===== src/rtl/c1541_track_loader_pkg.sv =====
// c1541_pkg: shared types and D64 zone geometry for the 1541 track loader.
package c1541_pkg;

  // Loader sequencer states
  typedef enum logic [2:0] {
    IDLE   = 3'd0,
    REQ_WR = 3'd1,
    REQ_RD = 3'd2,
    XFER   = 3'd3,
    DONE   = 3'd4
  } state_t;

  // Bus widths towards the SD host
  localparam int LBA_W = 32;
  localparam int BLK_W = 6;
  localparam int TRK_W = 6;

  // Watchdog counter width (only used when the watchdog is built in)
  localparam int WDT_W = 24;

  // Last full track of each speed zone
  localparam logic [9:0] ZONE1_END = 10'd17;
  localparam logic [9:0] ZONE2_END = 10'd24;
  localparam logic [9:0] ZONE3_END = 10'd30;

  // 256-byte sectors per track in each zone
  localparam logic [9:0] SPT_Z1 = 10'd21;
  localparam logic [9:0] SPT_Z2 = 10'd19;
  localparam logic [9:0] SPT_Z3 = 10'd18;
  localparam logic [9:0] SPT_Z4 = 10'd17;

  // Absolute sector number of the first track of each zone
  localparam logic [9:0] START_Z1 = 10'd0;
  localparam logic [9:0] START_Z2 = 10'd357;
  localparam logic [9:0] START_Z3 = 10'd490;
  localparam logic [9:0] START_Z4 = 10'd598;

endpackage


===== src/rtl/c1541_track_loader_if.sv =====
// c1541_track_loader_if: block-transfer handshake between the track loader
// (master) and the SD host (slave).
interface c1541_track_loader_if;
  import c1541_pkg::*;

  logic [LBA_W-1:0] sd_lba;
  logic [BLK_W-1:0] sd_blk_cnt;
  logic             sd_rd;
  logic             sd_wr;
  logic             sd_ack;

  modport master (
    output sd_lba,
    output sd_blk_cnt,
    output sd_rd,
    output sd_wr,
    input  sd_ack
  );

  modport slave (
    input  sd_lba,
    input  sd_blk_cnt,
    input  sd_rd,
    input  sd_wr,
    output sd_ack
  );

endinterface


===== src/rtl/c1541_track_loader_geom.sv =====
// c1541_track_geom: combinational full-track to SD transfer fields.
// Start sector S and sector count N come from the D64 zone table; the
// track is then expressed as 512-byte blocks plus a half-block offset.
module c1541_track_geom
  import c1541_pkg::*;
(
  input  logic [TRK_W-1:0] i_ft,
  output logic [LBA_W-1:0] o_lba,
  output logic [BLK_W-1:0] o_blk_cnt,
  output logic             o_ofs
);

  logic [9:0] w_ft;
  logic [9:0] w_s;
  logic [9:0] w_n;

  // Zone lookup: start sector and sectors per track for this full track
  always_comb begin
    w_ft = {4'd0, i_ft};
    w_s  = START_Z1;
    w_n  = SPT_Z1;
    if (w_ft == 10'd0) begin
      // No track held; fields are don't-care but kept at track 1 values.
      w_s = START_Z1;
      w_n = SPT_Z1;
    end else if (w_ft <= ZONE1_END) begin
      w_s = START_Z1 + (w_ft - 10'd1) * SPT_Z1;
      w_n = SPT_Z1;
    end else if (w_ft <= ZONE2_END) begin
      w_s = START_Z2 + (w_ft - (ZONE1_END + 10'd1)) * SPT_Z2;
      w_n = SPT_Z2;
    end else if (w_ft <= ZONE3_END) begin
      w_s = START_Z3 + (w_ft - (ZONE2_END + 10'd1)) * SPT_Z3;
      w_n = SPT_Z3;
    end else begin
      w_s = START_Z4 + (w_ft - (ZONE3_END + 10'd1)) * SPT_Z4;
      w_n = SPT_Z4;
    end
  end

  // An odd start sector begins halfway into a block and may spill one more
  assign o_lba     = {{(LBA_W-9){1'b0}}, w_s[9:1]};
  assign o_ofs     = w_s[0];
  assign o_blk_cnt = BLK_W'((({9'd0, w_s[0]} + w_n + 10'd1) >> 1) - 10'd1);

endmodule


===== src/rtl/c1541_track_loader.sv =====
// c1541_track_loader: watches the head half-track and the save toggle,
// and sequences SD block reads/writes of whole D64 tracks.
// Optional watchdog: define C1541_TRACK_LOADER_WDT_EN to abort a transfer
// that the SD host never completes and raise the sticky error flag.
module c1541_track_loader
  import c1541_pkg::*;
#(
  parameter int MAX_TRACK = 40
) (
  input  logic                 clk,
  input  logic                 reset_n,
  input  logic                 change,
  input  logic [6:0]           track,
  input  logic                 save_track,
  c1541_track_loader_if.master sd,
  output logic                 busy,
  output logic [TRK_W-1:0]     loaded_track,
  output logic                 sec_ofs,
  output logic                 error
);

  localparam logic [6:0] MAX_FT = 7'(MAX_TRACK);

  state_t           r_state;
  logic             r_arm;
  logic             r_save_q;
  logic             r_change_q;
  logic             r_save_pend;
  logic             r_reload_pend;
  logic [TRK_W-1:0] r_ft;
  logic [TRK_W-1:0] r_loaded;
  logic [TRK_W-1:0] r_xfer_ft;
  logic [LBA_W-1:0] r_lba;
  logic [BLK_W-1:0] r_blk;
  logic             r_ofs;
  logic             r_rd;
  logic             r_wr;

  logic [6:0]       w_ft_raw;
  logic [TRK_W-1:0] w_ft;
  logic             w_unused_trk0;
  logic             w_save_edge;
  logic             w_change_rise;
  logic             w_do_wr;
  logic             w_do_rd;
  logic             w_enter_wr;
  logic             w_enter_rd;
  logic [TRK_W-1:0] w_geom_ft;
  logic [LBA_W-1:0] w_lba;
  logic [BLK_W-1:0] w_blk;
  logic             w_ofs;

  // Half-track to full track, clamped to the last track in the image
  assign w_ft_raw      = {1'b0, track[6:1]} + 7'd1;
  assign w_ft          = (w_ft_raw > MAX_FT) ? MAX_FT[TRK_W-1:0] : w_ft_raw[TRK_W-1:0];
  assign w_unused_trk0 = track[0];

  // Edges are ignored until the edge registers hold real input values
  assign w_save_edge   = r_arm & (save_track ^ r_save_q);
  assign w_change_rise = r_arm & change & ~r_change_q;

  // IDLE decision: write-back beats reload/track change
  assign w_do_wr    = r_arm & r_save_pend & (r_loaded != '0);
  assign w_do_rd    = r_arm & (r_reload_pend | (r_ft != r_loaded));
  assign w_enter_wr = (r_state == IDLE) & w_do_wr;
  assign w_enter_rd = (r_state == IDLE) & ~w_do_wr & w_do_rd;

  // A write-back always uses the geometry of the track being evicted
  assign w_geom_ft = w_do_wr ? r_loaded : r_ft;

  c1541_track_geom u_geom (
    .i_ft      (w_geom_ft),
    .o_lba     (w_lba),
    .o_blk_cnt (w_blk),
    .o_ofs     (w_ofs)
  );

  // Edge registers and pending flags; a disk change discards any save
  always_ff @(posedge clk or negedge reset_n) begin
    if (!reset_n) begin
      r_arm         <= 1'b0;
      r_save_q      <= 1'b0;
      r_change_q    <= 1'b0;
      r_save_pend   <= 1'b0;
      r_reload_pend <= 1'b1;
      r_ft          <= '0;
    end else begin
      r_arm      <= 1'b1;
      r_save_q   <= save_track;
      r_change_q <= change;
      r_ft       <= w_ft;
      if (w_change_rise) begin
        r_save_pend   <= 1'b0;
        r_reload_pend <= 1'b1;
      end else begin
        if (w_save_edge) begin
          r_save_pend <= 1'b1;
        end else if (w_enter_wr) begin
          r_save_pend <= 1'b0;
        end
        if (w_enter_rd) begin
          r_reload_pend <= 1'b0;
        end
      end
    end
  end

`ifdef C1541_TRACK_LOADER_WDT_EN
  logic [WDT_W-1:0] r_wdt;
  logic             r_error;
  logic             w_wdt_state;
  logic             w_leave;

  assign w_wdt_state = (r_state == REQ_WR) | (r_state == REQ_RD) | (r_state == XFER);
  assign w_leave     = (((r_state == REQ_WR) | (r_state == REQ_RD)) & sd.sd_ack) |
                       ((r_state == XFER) & ~sd.sd_ack);
`endif

  // Transfer sequencer with registered request lines and latched fields
  always_ff @(posedge clk or negedge reset_n) begin
    if (!reset_n) begin
      r_state   <= IDLE;
      r_rd      <= 1'b0;
      r_wr      <= 1'b0;
      r_lba     <= '0;
      r_blk     <= '0;
      r_ofs     <= 1'b0;
      r_loaded  <= '0;
      r_xfer_ft <= '0;
`ifdef C1541_TRACK_LOADER_WDT_EN
      r_wdt     <= '0;
      r_error   <= 1'b0;
`endif
    end else begin
`ifdef C1541_TRACK_LOADER_WDT_EN
      if (w_change_rise) begin
        r_error <= 1'b0;
      end
`endif
      case (r_state)
        IDLE: begin
          if (w_enter_wr) begin
            r_state   <= REQ_WR;
            r_wr      <= 1'b1;
            r_lba     <= w_lba;
            r_blk     <= w_blk;
            r_ofs     <= w_ofs;
            r_xfer_ft <= r_loaded;
          end else if (w_enter_rd) begin
            r_state   <= REQ_RD;
            r_rd      <= 1'b1;
            r_lba     <= w_lba;
            r_blk     <= w_blk;
            r_ofs     <= w_ofs;
            r_xfer_ft <= r_ft;
          end
        end
        REQ_WR: begin
          if (sd.sd_ack) begin
            r_wr    <= 1'b0;
            r_state <= XFER;
          end
        end
        REQ_RD: begin
          if (sd.sd_ack) begin
            r_rd    <= 1'b0;
            r_state <= XFER;
          end
        end
        XFER: begin
          if (!sd.sd_ack) begin
            r_state <= DONE;
          end
        end
        DONE: begin
          r_loaded <= r_xfer_ft;
          r_state  <= IDLE;
        end
        default: begin
          r_state <= IDLE;
          r_rd    <= 1'b0;
          r_wr    <= 1'b0;
        end
      endcase
`ifdef C1541_TRACK_LOADER_WDT_EN
      // Stuck host: abandon the transfer and force a reload via loaded = 0
      if (w_wdt_state) begin
        if (&r_wdt) begin
          r_state  <= IDLE;
          r_rd     <= 1'b0;
          r_wr     <= 1'b0;
          r_error  <= 1'b1;
          r_loaded <= '0;
          r_wdt    <= '0;
        end else if (w_leave) begin
          r_wdt <= '0;
        end else begin
          r_wdt <= r_wdt + 1'b1;
        end
      end else begin
        r_wdt <= '0;
      end
`endif
    end
  end

  assign sd.sd_lba     = r_lba;
  assign sd.sd_blk_cnt = r_blk;
  assign sd.sd_rd      = r_rd;
  assign sd.sd_wr      = r_wr;
  assign loaded_track  = r_loaded;
  assign sec_ofs       = r_ofs;
  assign busy          = (r_state != IDLE) | r_save_pend | r_reload_pend | (w_ft != r_loaded);

`ifdef C1541_TRACK_LOADER_WDT_EN
  assign error = r_error;
`else
  assign error = 1'b0;
`endif

endmodule


===== src/flat_wrapper.sv =====
// flat-port wrapper written by rule: the top's interface ports become plain ports
module c1541_track_loader_flat import c1541_pkg::*;
#(
  parameter int MAX_TRACK = 40
)
  (clk, reset_n, change, track, save_track, busy, loaded_track, sec_ofs, error, sd_sd_lba, sd_sd_blk_cnt, sd_sd_rd, sd_sd_wr, sd_sd_ack);
  c1541_track_loader_if sd_i ();
  input  logic clk;
  input  logic reset_n;
  input  logic change;
  input  logic [6:0] track;
  input  logic save_track;
  output logic busy;
  output logic [TRK_W-1:0] loaded_track;
  output logic sec_ofs;
  output logic error;
  output wire logic [$bits(sd_i.sd_lba)-1:0] sd_sd_lba;
  output wire logic [$bits(sd_i.sd_blk_cnt)-1:0] sd_sd_blk_cnt;
  output wire logic [$bits(sd_i.sd_rd)-1:0] sd_sd_rd;
  output wire logic [$bits(sd_i.sd_wr)-1:0] sd_sd_wr;
  input wire logic [$bits(sd_i.sd_ack)-1:0] sd_sd_ack;
  assign sd_sd_lba = sd_i.sd_lba;
  assign sd_sd_blk_cnt = sd_i.sd_blk_cnt;
  assign sd_sd_rd = sd_i.sd_rd;
  assign sd_sd_wr = sd_i.sd_wr;
  assign sd_i.sd_ack = sd_sd_ack;
  c1541_track_loader #(.MAX_TRACK(MAX_TRACK)) u_core (.clk(clk), .reset_n(reset_n), .change(change), .track(track), .save_track(save_track), .sd(sd_i), .busy(busy), .loaded_track(loaded_track), .sec_ofs(sec_ofs), .error(error));
endmodule

===== config.mk =====
export PLATFORM = sky130hd
export DESIGN_NAME = c1541_track_loader_flat
export DESIGN_NICKNAME = d
export VERILOG_FILES = /design/src/rtl/c1541_track_loader_pkg.sv /design/src/rtl/c1541_track_loader_if.sv /design/src/rtl/c1541_track_loader_geom.sv /design/src/rtl/c1541_track_loader.sv /design/src/flat_wrapper.sv
export SDC_FILE = /design/constraint.sdc
export NUM_CORES = 1
export LEC_CHECK = 0
export BUFFER_PORTS_ARGS = -buffer_cell sky130_fd_sc_hd__buf_4
export CAP_MARGIN = 30
export CORE_MARGIN = 2
export CORE_UTILIZATION = 55
export DETAILED_ROUTE_END_ITERATION = 10
export GPL_TIMING_DRIVEN = 0
export PLACE_DENSITY = 0.76
export SLEW_MARGIN = 20
export SYNTH_ARGS = -nofsm -noshare
export SYNTH_HDL_FRONTEND = slang
export SYNTH_SLANG_ARGS = --single-unit

===== constraint.sdc =====
create_clock -name clk -period 7.51 [get_ports clk]
set_input_delay 1.502 -clock clk [delete_from_list [all_inputs] [get_ports clk]]
set_output_delay 1.502 -clock clk [all_outputs]
set_load 0.02 [all_outputs]

Word level (Yosys, flattened, before mapping)

Index checks and enable logic that the tools add are counted.

Output and inout port bits: 49
Register bits after elaboration: 67
Word-level logic and storage cells: 113

Equality and inequality tests: 14
Order comparisons: 4
$mul: 4
Bitwise gates (word level): 18
Reduce and logical (&&, ||, !) cells: 14
Add/subtract/negate cells: 11
Mux-type cells: 34

Operator list:

| operator                 | count |
|---|---|
| $mux W32                 | 2 |
| $mux W10                 | 4 |
| $mux W6                  | 6 |
| $mul A7 B6 Y10 const B   | 3 |
| $sub A6 B5 Y7 const B    | 3 |
| $add A9 B10 Y10 const A  | 2 |
| $le A6 B5 Y1 const B     | 3 |
| $mux W3                  | 6 |
| $ne A6 B6 Y1             | 2 |
| $mux W1                  | 11 |
| $add A10 B10 Y10 const A | 1 |
| $mul A10 B4 Y9 const B   | 1 |
| $and A1 B1 Y1            | 9 |
| $pmux W3 S3              | 1 |
| $ne A2 B2 Y1 const B     | 4 |
| $add A6 B1 Y7 const B    | 1 |
| $add A7 B1 Y7 const B    | 1 |
| $gt A7 B6 Y1 const B     | 1 |
| $sub A6 B1 Y7 const B    | 1 |
| $add A1 B5 Y6            | 1 |
| $eq A3 B2 Y1 const B     | 2 |
| $logic_not A6 Y1         | 1 |
| $ne A2 B1 Y1 const B     | 3 |
| $pmux W1 S3              | 2 |
| other kinds (17)         | 28 |

Logic depth before layout (Yosys ltp)

Depth in word-level cells: 15
Depth in mapped cells: 22

By module

Synthesis repeated with hierarchy kept, for this count alone.

Cells, all modules: 596
Area, all modules: 5,938.2 µm²

Modules (own cells, without submodules):

| module             | sequential area each (µm²) | cells each | times used | area each (µm²) |
|---|---|---|---|---|
| c1541_track_loader | 1,677.9                    | 249        | 1          | 3,225.6 |
| c1541_track_geom   | 0.0                        | 347        | 1          | 2,712.6 |

Worst setup path before layout

OpenSTA, ideal clock, no wires.

Kind: flip-flop to flip-flop
From: register u_core.r_loaded[0], in the netlist u_core.loaded_track[0]
To: register u_core.r_lba[8], in the netlist u_core.sd.sd_lba[8]
Arrival: 5,131 ps
Cell stages (with the launch flop): 21
Data required time: 7,420 ps
Path slack: 2,289 ps
Buffers on the path: 2
Cells stage by stage: dfrtp_1 buf_4 nor4_4 buf_6 a311oi_2 ha_1 nand2_1 o2111ai_1 xor2_1 ha_1 ha_1 fa_1 ha_1 a21o_1 a21oi_1 o21bai_1 a21oi_1 xnor2_1 o21ai_0 or3_1 o2111ai_1

Cells in the longest elaborated chain, start to end: 12
Elaborated cells between the ends (all ways): 33
Those cells by class: add/sub: 7; mul: 4; order compare: 3; eq/ne: 1; mux: 7; bitwise: 7; reduce/logical: 4

RTL lines:

| element                                                    | line                                                         | source |
|---|---|---|
| start, declared                                            | c1541_track_loader.sv:31                                     | `logic [TRK_W-1:0] r_loaded;` |
| start signal, assigned                                     | c1541_track_loader.sv:176                                    | `r_loaded <= r_xfer_ft;` |
| $reduce_bool A6 Y1                                         | c1541_track_loader.sv:63                                     | `assign w_do_wr = r_arm & r_save_pend & (r_loaded != '0);` |
| $and A1 B1 Y1                                              | c1541_track_loader.sv:63                                     |  |
| $mux W6                                                    | c1541_track_loader.sv:69                                     | `assign w_geom_ft = w_do_wr ? r_loaded : r_ft;` |
| $sub A6 B5 Y7, on equally long branches                    | c1541_track_loader_geom.sv:33, c1541_track_loader_geom.sv:36 |  |
| $mul A10 B4 Y9 / $mul A7 B6 Y10 (equally long branches)    | c1541_track_loader_geom.sv:33, c1541_track_loader_geom.sv:36 |  |
| $add A9 B10 Y10 / $add A10 B10 Y10 (equally long branches) | c1541_track_loader_geom.sv:33, c1541_track_loader_geom.sv:36 |  |
| $mux W10                                                   | c1541_track_loader_geom.sv:32                                | `end else if (w_ft <= ZONE3_END) begin` |
| $mux W10                                                   | c1541_track_loader_geom.sv:29                                | `end else if (w_ft <= ZONE2_END) begin` |
| $mux W10                                                   | c1541_track_loader_geom.sv:26                                | `end else if (w_ft <= ZONE1_END) begin` |
| $mux W10                                                   | c1541_track_loader_geom.sv:22                                | `if (w_ft == 10'd0) begin` |
| $mux W32                                                   | c1541_track_loader.sv:149                                    | `end else if (w_enter_rd) begin` |
| $mux W32                                                   | c1541_track_loader.sv:142                                    | `if (w_enter_wr) begin` |
| end signal, assigned                                       | c1541_track_loader.sv:145                                    | `r_lba <= w_lba;` |
| end signal, assigned                                       | c1541_track_loader.sv:152                                    | `r_lba <= w_lba;` |
| end, declared                                              | c1541_track_loader.sv:33                                     | `logic [LBA_W-1:0] r_lba;` |

Parallel ways exist; a longest one is shown, timed or not. The select of a mux whose other input is x is not followed.
A chain may end at the register's enable or synchronous reset.

Worst setup path after layout

From: register u_core.r_loaded[2], in the netlist u_core.loaded_track[2]
To: register u_core.r_lba[8], in the netlist u_core.sd.sd_lba[8]

The elaborated chain is that of the path after synthesis.

==> out/metrics.yaml <==
status:
  status: "finished, final reports clean"
floorplanning:
  initial_core_util_pct: 56.1
  core_area_um2: 9110
  rows: 35
  die_w_um: 100
  pin_count: 61
  die_height_um: 100
  dieArea_um2: 10100
yosys:
  yosys.area.top_type: "dfrtp_1"
  async_flop_share_pct: 100
  synth_cell_types: 75
  synth.avg_cell_area_um2: 9.12
  synth_seq_cells: 44
  syn_inst: 561
  synth_warnings: 0
  synth_seq_area_share_pct: 21.6
  synth_area_leaders: "dfrtp_1, ha_1, xnor2_1"
  synth.cell_area_um2: 5110
  synth-edff-count: 0
  yosys.area.top_type_share_pct: 21.0
  synth_ff_type: "dfrtp_1"
grt:
  grt_antenna_before_repair: 0
  grtUsageTotal_pct: 24.6
  grt_max_degree: 45
  grt-ovfl-total: 0
  grt_pass1_wl_mm: 19.8
  grt_pass1_vias: 4137
sta:
  max_freq_mhz: 171
  setup_slack_ns: 1.65
  worstMarginPinSlew_ns: 0.850
  maxSlewHeadroom_pct: 42.9
  finalSetupViolCount: 0
  hold_ws_ns: 0.450
  period_share_pct: 78.1
  rsz0062_at_grt: "no"
  skew_ns: 0.0124
  hold_viol: 0
  fin_setup_tns_ns: 0
  slew_viol_final: 0
  period_needed_ns: 5.86
setup_path:
  cp_data_arrival_time_ns: 6.08
  slowest_delay_ns: 0.56
  path_common_cell: "ha_1"
  criticalPathCategory: "register to register"
  critPathRequiredTime_ns: 7.72
  r2r_cells: 21
  critPathLaunchType: "register"
  r2r_setup_slack_ns: 1.65
  worstPathMaxFanout: 11
  cp-startpoint: "u_core.loaded_track[2]"
  crit_slowest_cell: "nor3_2"
  reg2reg_to: "u_core.sd.sd_lba[8]"
  crit_path_end: "u_core.sd.sd_lba[8]"
  cp-end-kind: "register"
  path_cells: "buf_2 > nor3_1 > nand3_1 > and2_1 > clkbuf_1 > ha_1 > nand2_1 > o21ai_0 > nor3_2 > ha_1 > ha_1 > fa_1 > ha_1 > a21o_1 > a21oi_1 > o21bai_1 > a21oi_1 > xnor2_1 > o21ai_0 > or3_1 > o2111ai_1"
  timing.rr.start: "u_core.loaded_track[2]"
clocking:
  htree_num_levels: 2
  clkLatencyLatePin_ns: 0.31
  cts_buffer_depth: 2
  cts_root_buf: "clkbuf_8"
  clk_pin_slew_ns: 0.10
  ctsResizeCount: 0
  cts_tree: "built"
  cts_hold_buf: 0
  cts_buffers: 5
  clock_sinks: 44
  post-cts-setup-buffers: 0
route:
  dr.pass1.iters: 5
  wl_per_cell_um: 16.3
  drt_iter0_markers: 250
  viasPerCell: 5.73
  vias: 4231
  ant_nets: 0
  drc: 0
  routed_wl_mm: 12.0
finish:
  n_antenna_cell: 0
  regArea_um2: 1100
  multi_input_area_um2: 3620
  synthToLayoutAreaGrowth_pct: 11.9
  layout_common_cells: "ha_1, buf_4, dfrtp_1, nand2_1, inv_1"
  nNetsFinal: 718
  fillerInstances: 781
  drive_gt1_share_pct: 19.7
  mostFrequentLayoutCell: "ha_1"
hold_path:
  min_path_type: "register to register"
job:
  max_cap_viol_count: 0
place:
  pre_cts_ws_ns: 1.78
  gp_congestion: 0.886
  dp_hpwl_mm: 9.46
  numPortBuffers: 35
## routing by layer
metal / routed length [um] / GRT usage, %
met5: 0 / 0
met4: 99 / 5.27
met3: 600 / 3.69
met2: 6170 / 44.1
met1: 5160 / 31.2
## worst min-delay path by stage
stage                           start                    to  slack, ns  depth (start not counted)
CTS                 u_core.r_change_q  u_core.r_reload_pend       0.45                          1
finish              u_core.r_change_q  u_core.r_reload_pend       0.45                          1
floorplan           u_core.r_change_q  u_core.r_reload_pend       0.40                          1
global route        u_core.r_change_q  u_core.r_reload_pend       0.49                          1
global placement    u_core.r_change_q  u_core.r_reload_pend       0.42                          1
detailed placement  u_core.r_change_q  u_core.r_reload_pend       0.44                          1
## registers in the layout, indices dropped and copies added (netlist names), 3 cells and up
signal	flops
u_core.r_state	3
u_core.loaded_track	6
u_core.sd.sd_blk_cnt	6
u_core.r_xfer_ft	6
u_core.r_ft	6
u_core.sd.sd_lba	9
## logic make-up after synthesis
family / count (synthesis) / share of synthesized area (%)
compound gates: 124 / 18.0
xor+xnor: 60 / 10.6
fa+ha+maj: 79 / 20.9
buf+inv: 87 / 9.25
flops: 44 / 21.6
mux: 19 / 3.94
other cells: 2 / 0.147
simple gates: 146 / 15.5
## cell usage after synthesis (all sizes together) (3+ instances only)
cell and count:
or3 6, xnor2 36, mux2i 10, nand2b 3, a21o 8, dfrtp 43, a221oi 7, a221o 5
a22oi 4, a21oi 26, o21bai 3, a31oi 7, buf 38, a2111oi 3, nand2 43, o2111ai 3
inv 42, o21a 3, clkbuf 7, nor2 29, and2 11, ha 68, nand4 3, nor4 6
fa 11, mux2 9, o21ai 32, o31ai 3, nor3 8, a211oi 4, and3 8, nand3 10
nor2b 10, xor2 24
## per-stage QoR
step,cells,utilization (%),cell area [um^2]
2_1_floorplan,584,-,5200
3_5_place_dp,731,61.6,5610
6_report,739,62.8,5720
4_1_cts,739,62.8,5720
5_1_grt,739,62.8,5720
3_3_place_gp,730,61.5,5600
## critical path, delay by kind of cell (launching register included)
family	cells	cell delay (ns)
compound gates	7	1.10
xor+xnor	1	0.14
fa+ha+maj	5	1.80
buf+inv	2	0.49
flops	1	0.43
simple gates	6	1.79
## final cells by class
class / count / share of cell area, %
sequential: 44 / 19.3
buffer: 45 / 5.51
clock inverter: 3 / 0.809
inverter: 42 / 2.75
timing repair buffer: 36 / 4.72
clock buffer: 5 / 1.20
tap: 111 / 2.43
multi-input combinational: 453 / 63.3
Power is not shown: default switching activity piles up to over one toggle a cycle in this logic, so the estimate is an artifact.
